File: config.mk
export PLATFORM = sky130hd
export DESIGN_NAME = hex_display_slave_flat
export DESIGN_NICKNAME = d
export VERILOG_FILES = /design/src/rtl/hex_display_slave_if.sv /design/src/rtl/hex_display_slave.sv /design/src/flat_wrapper.sv
export SDC_FILE = /design/constraint.sdc
export NUM_CORES = 1
export LEC_CHECK = 0
export BUFFER_PORTS_ARGS = -buffer_cell sky130_fd_sc_hd__buf_2
export CAP_MARGIN = 20
export CORE_UTILIZATION = 58
export CTS_BUF_LIST = sky130_fd_sc_hd__clkbuf_16
export DETAILED_ROUTE_END_ITERATION = 12
export GPL_TIMING_DRIVEN = 0
export PLACE_DENSITY = 0.8
export SYNTH_ARGS = -nofsm -noshare
export SYNTH_HDL_FRONTEND = slang
export SYNTH_SLANG_ARGS = --single-unit
File: constraint.sdc
create_clock -name clk -period 5.93 [get_ports clk]
set_clock_uncertainty 0.2 [all_clocks]
set_input_delay 0.593 -clock clk [delete_from_list [all_inputs] [get_ports clk]]
set_output_delay 0.593 -clock clk [all_outputs]
set_load 0.03 [all_outputs]
File: src/rtl/hex_display_slave_if.sv
// Avalon-MM register bus bundle for hex_display_slave (word-addressed, fixed read latency 1).
interface hex_display_slave_if;
  logic [1:0]  address;
  logic        write;
  logic [31:0] writedata;
  logic        read;
  logic [31:0] readdata;

  modport master (output address, write, writedata, read, input readdata);
  modport slave  (input address, write, writedata, read, output readdata);
endinterface

File: src/rtl/hex_display_slave.sv
// Six-digit 7-segment display slave: tick-committed value, leading-zero blanking, per-digit blink.
// Optional irq on commit when HEX_IRQ_EN is defined.
module hex_display_slave #(
  parameter int REFRESH_DIV = 50000,
  parameter int BLINK_DIV   = 25000000
) (
  input  logic               clk,
  input  logic               reset,
  hex_display_slave_if.slave bus,
  output logic [6:0]         hex0,
  output logic [6:0]         hex1,
  output logic [6:0]         hex2,
  output logic [6:0]         hex3,
  output logic [6:0]         hex4,
  output logic [6:0]         hex5
`ifdef HEX_IRQ_EN
  ,output logic              irq
`endif
);
  localparam int RW = $clog2(REFRESH_DIV + 1);
  localparam int BW = $clog2(BLINK_DIV + 1);

  logic [23:0]       r_value, r_shadow;
  logic              r_en, r_lzb, r_pending, r_phase;
  logic [5:0]        r_blink;
  logic [RW-1:0]     r_rcnt;
  logic [BW-1:0]     r_bcnt;
  logic [31:0]       r_rdata;
  logic [5:0][6:0]   r_seg;

  logic              w_tick, w_bwrap, w_commit, w_wr_val, w_wr_ctl, w_irq;
  logic [31:0]       w_rdata;
  logic [5:0][6:0]   w_seg_nxt;

  assign w_tick   = (r_rcnt == RW'(REFRESH_DIV - 1));
  assign w_bwrap  = (r_bcnt == BW'(BLINK_DIV - 1));
  assign w_commit = w_tick & r_pending;
  assign w_wr_val = bus.write && (bus.address == 2'd0);
  assign w_wr_ctl = bus.write && (bus.address == 2'd1);

  function automatic logic [6:0] f_seg(input logic [3:0] d);
    case (d)
      4'h0: f_seg = 7'h40;  4'h1: f_seg = 7'h79;  4'h2: f_seg = 7'h24;  4'h3: f_seg = 7'h30;
      4'h4: f_seg = 7'h19;  4'h5: f_seg = 7'h12;  4'h6: f_seg = 7'h02;  4'h7: f_seg = 7'h78;
      4'h8: f_seg = 7'h00;  4'h9: f_seg = 7'h10;  4'hA: f_seg = 7'h08;  4'hB: f_seg = 7'h03;
      4'hC: f_seg = 7'h46;  4'hD: f_seg = 7'h21;  4'hE: f_seg = 7'h06;  default: f_seg = 7'h0E;
    endcase
  endfunction

  always_ff @(posedge clk or posedge reset) begin
    if (reset) begin
      r_value   <= '0;
      r_shadow  <= '0;
      r_en      <= 1'b1;
      r_lzb     <= 1'b0;
      r_blink   <= '0;
      r_pending <= 1'b0;
      r_phase   <= 1'b0;
      r_rcnt    <= '0;
      r_bcnt    <= '0;
    end else begin
      r_rcnt <= w_tick  ? '0 : r_rcnt + 1'b1;
      r_bcnt <= w_bwrap ? '0 : r_bcnt + 1'b1;
      if (w_bwrap) r_phase <= ~r_phase;
      // Commit samples the pre-write VALUE; a same-cycle write keeps PENDING for the next tick.
      if (w_commit) r_shadow <= r_value;
      if (w_wr_val)      r_pending <= 1'b1;
      else if (w_commit) r_pending <= 1'b0;
      if (w_wr_val) r_value <= bus.writedata[23:0];
      if (w_wr_ctl) begin
        r_en    <= bus.writedata[0];
        r_lzb   <= bus.writedata[1];
        r_blink <= bus.writedata[13:8];
      end
    end
  end

`ifdef HEX_IRQ_EN
  logic r_irq, r_commit_d;
  always_ff @(posedge clk or posedge reset) begin
    if (reset) begin
      r_irq      <= 1'b0;
      r_commit_d <= 1'b0;
    end else begin
      r_commit_d <= w_commit;
      if (r_commit_d)                                r_irq <= 1'b1;
      else if (bus.write && bus.address == 2'd2)     r_irq <= 1'b0;
    end
  end
  assign w_irq = r_irq;
  assign irq   = r_irq;
`else
  assign w_irq = 1'b0;
`endif

  always_comb begin
    w_rdata = '0;
    case (bus.address)
      2'd0: w_rdata = {8'd0, r_value};
      2'd1: w_rdata = {18'd0, r_blink, 6'd0, r_lzb, r_en};
      2'd2: w_rdata = {29'd0, w_irq, r_phase, r_pending};
      default: w_rdata = {8'd0, r_shadow};
    endcase
  end

  always_ff @(posedge clk or posedge reset) begin
    if (reset)         r_rdata <= '0;
    else if (bus.read) r_rdata <= w_rdata;
  end
  assign bus.readdata = r_rdata;

  for (genvar i = 0; i < 6; i++) begin : g_dig
    logic w_hi_zero, w_blank;
    // hex0 always shows a glyph under LZB so a zero value still reads "0".
    assign w_hi_zero    = ((r_shadow >> (4 * i)) == 24'd0);
    assign w_blank      = !r_en || (r_lzb && (i != 0) && w_hi_zero) || (r_blink[i] && r_phase);
    assign w_seg_nxt[i] = w_blank ? 7'h7F : f_seg(r_shadow[4*i +: 4]);
  end

  always_ff @(posedge clk or posedge reset) begin
    if (reset) r_seg <= {6{7'h7F}};
    else       r_seg <= w_seg_nxt;
  end

  assign hex0 = r_seg[0];
  assign hex1 = r_seg[1];
  assign hex2 = r_seg[2];
  assign hex3 = r_seg[3];
  assign hex4 = r_seg[4];
  assign hex5 = r_seg[5];
endmodule

File: src/flat_wrapper.sv
// flat-port wrapper written by rule: the top's interface ports become plain ports
module hex_display_slave_flat 
#(
  parameter int REFRESH_DIV = 50000,
  parameter int BLINK_DIV   = 25000000
)
  (clk, reset, hex0, hex1, hex2, hex3, hex4, hex5, bus_address, bus_write, bus_writedata, bus_read, bus_readdata);
  hex_display_slave_if bus_i ();
  input  logic clk;
  input  logic reset;
  output logic [6:0] hex0;
  output logic [6:0] hex1;
  output logic [6:0] hex2;
  output logic [6:0] hex3;
  output logic [6:0] hex4;
  output logic [6:0] hex5;
  input wire logic [$bits(bus_i.address)-1:0] bus_address;
  input wire logic [$bits(bus_i.write)-1:0] bus_write;
  input wire logic [$bits(bus_i.writedata)-1:0] bus_writedata;
  input wire logic [$bits(bus_i.read)-1:0] bus_read;
  output wire logic [$bits(bus_i.readdata)-1:0] bus_readdata;
  assign bus_i.address = bus_address;
  assign bus_i.write = bus_write;
  assign bus_i.writedata = bus_writedata;
  assign bus_i.read = bus_read;
  assign bus_readdata = bus_i.readdata;
  hex_display_slave #(.REFRESH_DIV(REFRESH_DIV), .BLINK_DIV(BLINK_DIV)) u_core (.clk(clk), .reset(reset), .bus(bus_i), .hex0(hex0), .hex1(hex1), .hex2(hex2), .hex3(hex3), .hex4(hex4), .hex5(hex5));
endmodule
==> results.json <==
{
  "p_total_mw": 2.72,
  "synth.cell_area_sq_mm": 0.00816,
  "fin_util_pct": 69.8,
  "clk_latency_ns": 0.43,
  "dp_cells": 1011,
  "netlist-cell-type-count": 60,
  "synth_edf_count": 0,
  "area_growth_pct": 15.5,
  "layout_commonest_cell": "dfrtp_1",
  "cp_max_fo": 7,
  "port_buffers": 94,
  "cts_tree": "done",
  "antenna_found_initial": 1,
  "synth_top_cell_area_share_pct": 37.4,
  "status": "finished clean",
  "grt_pass1_vias": 6128,
  "firstDrtPassIters": 5,
  "stdcell_count": 1044,
  "arrival_ns": 3.00,
  "setup_viol": 0,
  "ys_ff_latch": 165,
  "finalHoldViolCount": 0,
  "pre_cts_ws_ns": 2.88,
  "drive_gt1_share_pct": 28.8,
  "grt_max_degree": 106,
  "cts_buffer_depth": 2,
  "vias_per_cell": 5.83,
  "maxSlewViolCount": 0,
  "yosysTopAreaCell": "dfrtp_1",
  "r2r_end": "u_core.hex1[2]",
  "layout.nets": 925,
  "final_cell_mix": "dfrtp_1, buf_2, nor2_1, nand2_1, dfstp_2",
  "ctsResizeCount": 0,
  "htreeDepth": 4,
  "worst_slack_ns": 3.08,
  "p_leak_nw": 4.17,
  "ys.flop_type": "dfrtp_1",
  "rows": 42,
  "wl_per_cell_um": 17.4,
  "ir_drop_mv": 0.226,
  "worst-r2r-cell-count": 6,
  "cts_setup_buffers": 0,
  "cts_sinks": 165,
  "crit_path_end_kind": "flip-flop",
  "die_area_sq_mm": 0.0146,
  "cp.required_ns": 6.08,
  "min_period_ns": 2.85,
  "fmax_ghz": 0.351,
  "syn_area_per_cell_sq_um": 11.1,
  "grt_usage_pct": 26.6,
  "cts_root_buffer": "clkbuf_16",
  "initial_utilization_pct": 60.5,
  "drc": 0,
  "cp-start-kind": "flip-flop",
  "rr_startpoint": "u_core.r_shadow[20]",
  "rsz0062_at_grt": "no",
  "gp_congestion": 0.908,
  "ff2ff_setup_slack_ns": 3.08,
  "clkTransAtPathRegs_ns": 0.06,
  "drv_cap": 0,
  "slew_headroom_pct": 40.8,
  "cts_buffers": 17,
  "design.core.area_sq_mm": 0.0135,
  "place_hpwl_mm": 13.0,
  "vias": 6091,
  "worstMarginPinSlew_ns": 0.876,
  "ctsHoldBuffers": 0,
  "antenna_left": 0,
  "grt-ovfl-total": 0,
  "hp-class": "in -> async",
  "dieHeight_um": 121,
  "min_period_over_period_pct": 48.1,
  "worstSetupPathType": "reg -> reg",
  "grt_pass1_wl_mm": 29.6,
  "fp.dieW_um": 121,
  "power_density_mw_per_mm2": 288,
  "ys.warnings.count": 0,
  "ys_async_sr_fraction_pct": 100,
  "ios": 112,
  "synth_seq_area_share_pct": 51.2,
  "totalWireLength_mm": 18.2,
  "drtIter0Drc": 622,
  "synth_cells": 733,
  "ys_top_cells_by_area": "dfrtp_1, dfstp_2, mux2_2"
}
-- report_power, final --
group	internal, mW	switching (mW)
clock network	0.559	0.426
logic	0.135	0.275
registers	1.27	0.0590
-- kinds of logic after synthesis --
logic type	count (synthesis)	synth area share, %
compound gates	133	11.2
flops	165	51.2
fa+ha+maj	33	5.06
mux	70	10.7
simple gates	228	14.4
xor+xnor	32	3.43
other cells	1	0.0459
buf+inv	71	3.91
-- worst max-delay path by stage --
| stage | start | depth (start not counted) | end | slack [ns] |
|---|---|---|---|---|
| 2_1_floorplan | reset | 1 | u_core.bus.readdata[0] | 0.75 |
| 3_3_place_gp | reset | 2 | u_core.r_shadow[11] | -0.60 |
| 3_5_place_dp | bus_address[1] | 6 | u_core.r_value[2] | 2.88 |
| 4_1_cts | u_core.r_shadow[20] | 6 | u_core.hex1[2] | 3.09 |
| 5_1_grt | u_core.r_shadow[20] | 6 | u_core.hex1[2] | 2.96 |
| 6_report | u_core.r_shadow[20] | 6 | u_core.hex1[2] | 3.08 |
-- registers in the layout, indices dropped and copies added (netlist names) --
| name | flops |
|---|---|
| u_core.bus.readdata | 24 |
| u_core.hex0 | 7 |
| u_core.hex1 | 7 |
| u_core.hex2 | 7 |
| u_core.hex3 | 7 |
| u_core.hex4 | 7 |
| u_core.hex5 | 7 |
| u_core.r_bcnt | 25 |
| u_core.r_blink | 6 |
| u_core.r_en | 1 |
| u_core.r_lzb | 1 |
| u_core.r_pending | 1 |
| u_core.r_phase | 1 |
| u_core.r_rcnt | 16 |
| u_core.r_shadow | 24 |
| u_core.r_value | 24 |
-- metal layers --
| metal | global-route usage (%) | part of all wire [%] |
|---|---|---|
| met2 | 46.5 | 52 |
| met4 | 12.3 | 3.1 |
| met3 | 6.65 | 5.1 |
| met1 | 30.6 | 40 |
| met5 | 0 | 0 |
-- cell type report --
type                            count  area (sq um)
Sequential cell                   165          4180
Fill cell                         963          4070
Multi-Input combinational cell    504          3690
Timing Repair Buffer               95           498
Clock buffer                       17           425
Buffer                             45           221
Tap cell                          176           220
Inverter                           26           103
Clock inverter                     15          91.3
Antenna cell                        1          2.50
-- cell usage after synthesis, types with 2 or more instances --
cell         n
dfrtp_1    122
nor2_1      73
nand2_1     54
dfstp_2     43
mux2_2      41
a21oi_1     35
ha_1        33
clkbuf_1    30
inv_1       26
o211ai_1    23
mux2_4      20
o311ai_0    18
xnor2_1     18
a22oi_1     16
nand3_1     16
nand2b_1    15
xor2_1      14
nor4_1      12
o21ai_0     12
nand4_1     11
buf_4        9
and3_1       7
mux2i_1      7
nor2b_1      7
a21boi_0     6
nand3b_1     6
a21o_1       5
a2111oi_0    4
a31oi_1      4
and4_1       4
nor3_1       3
o21a_1       3
or2_2        3
a32oi_1      2
buf_2        2
buf_6        2
mux4_2       2
nor4_4       2
or4bb_1      2
-- through the flow --
step | setup TNS [ns] | hold WS, ns | cell area [sq um]
finish | 0 | 0.0358 | 9430
global placement | -71.58 | 0.270 | 8880
CTS | 0 | 0.0420 | 9430
global route | 0 | 0.0777 | 9430
detailed placement | 0 | 0.281 | 8910
floorplan | 0 | 0.255 | 8190
-- critical path, stage by stage, from the launching register on --
cell	delay [ns]
dfrtp_1	0.45
inv_1	0.16
ha_1	0.23
nor4bb_1	0.72
nand4_1	0.38
o31a_1	0.48
o211ai_1	0.15
No activity file was read; power rests on OpenSTA's default activity.
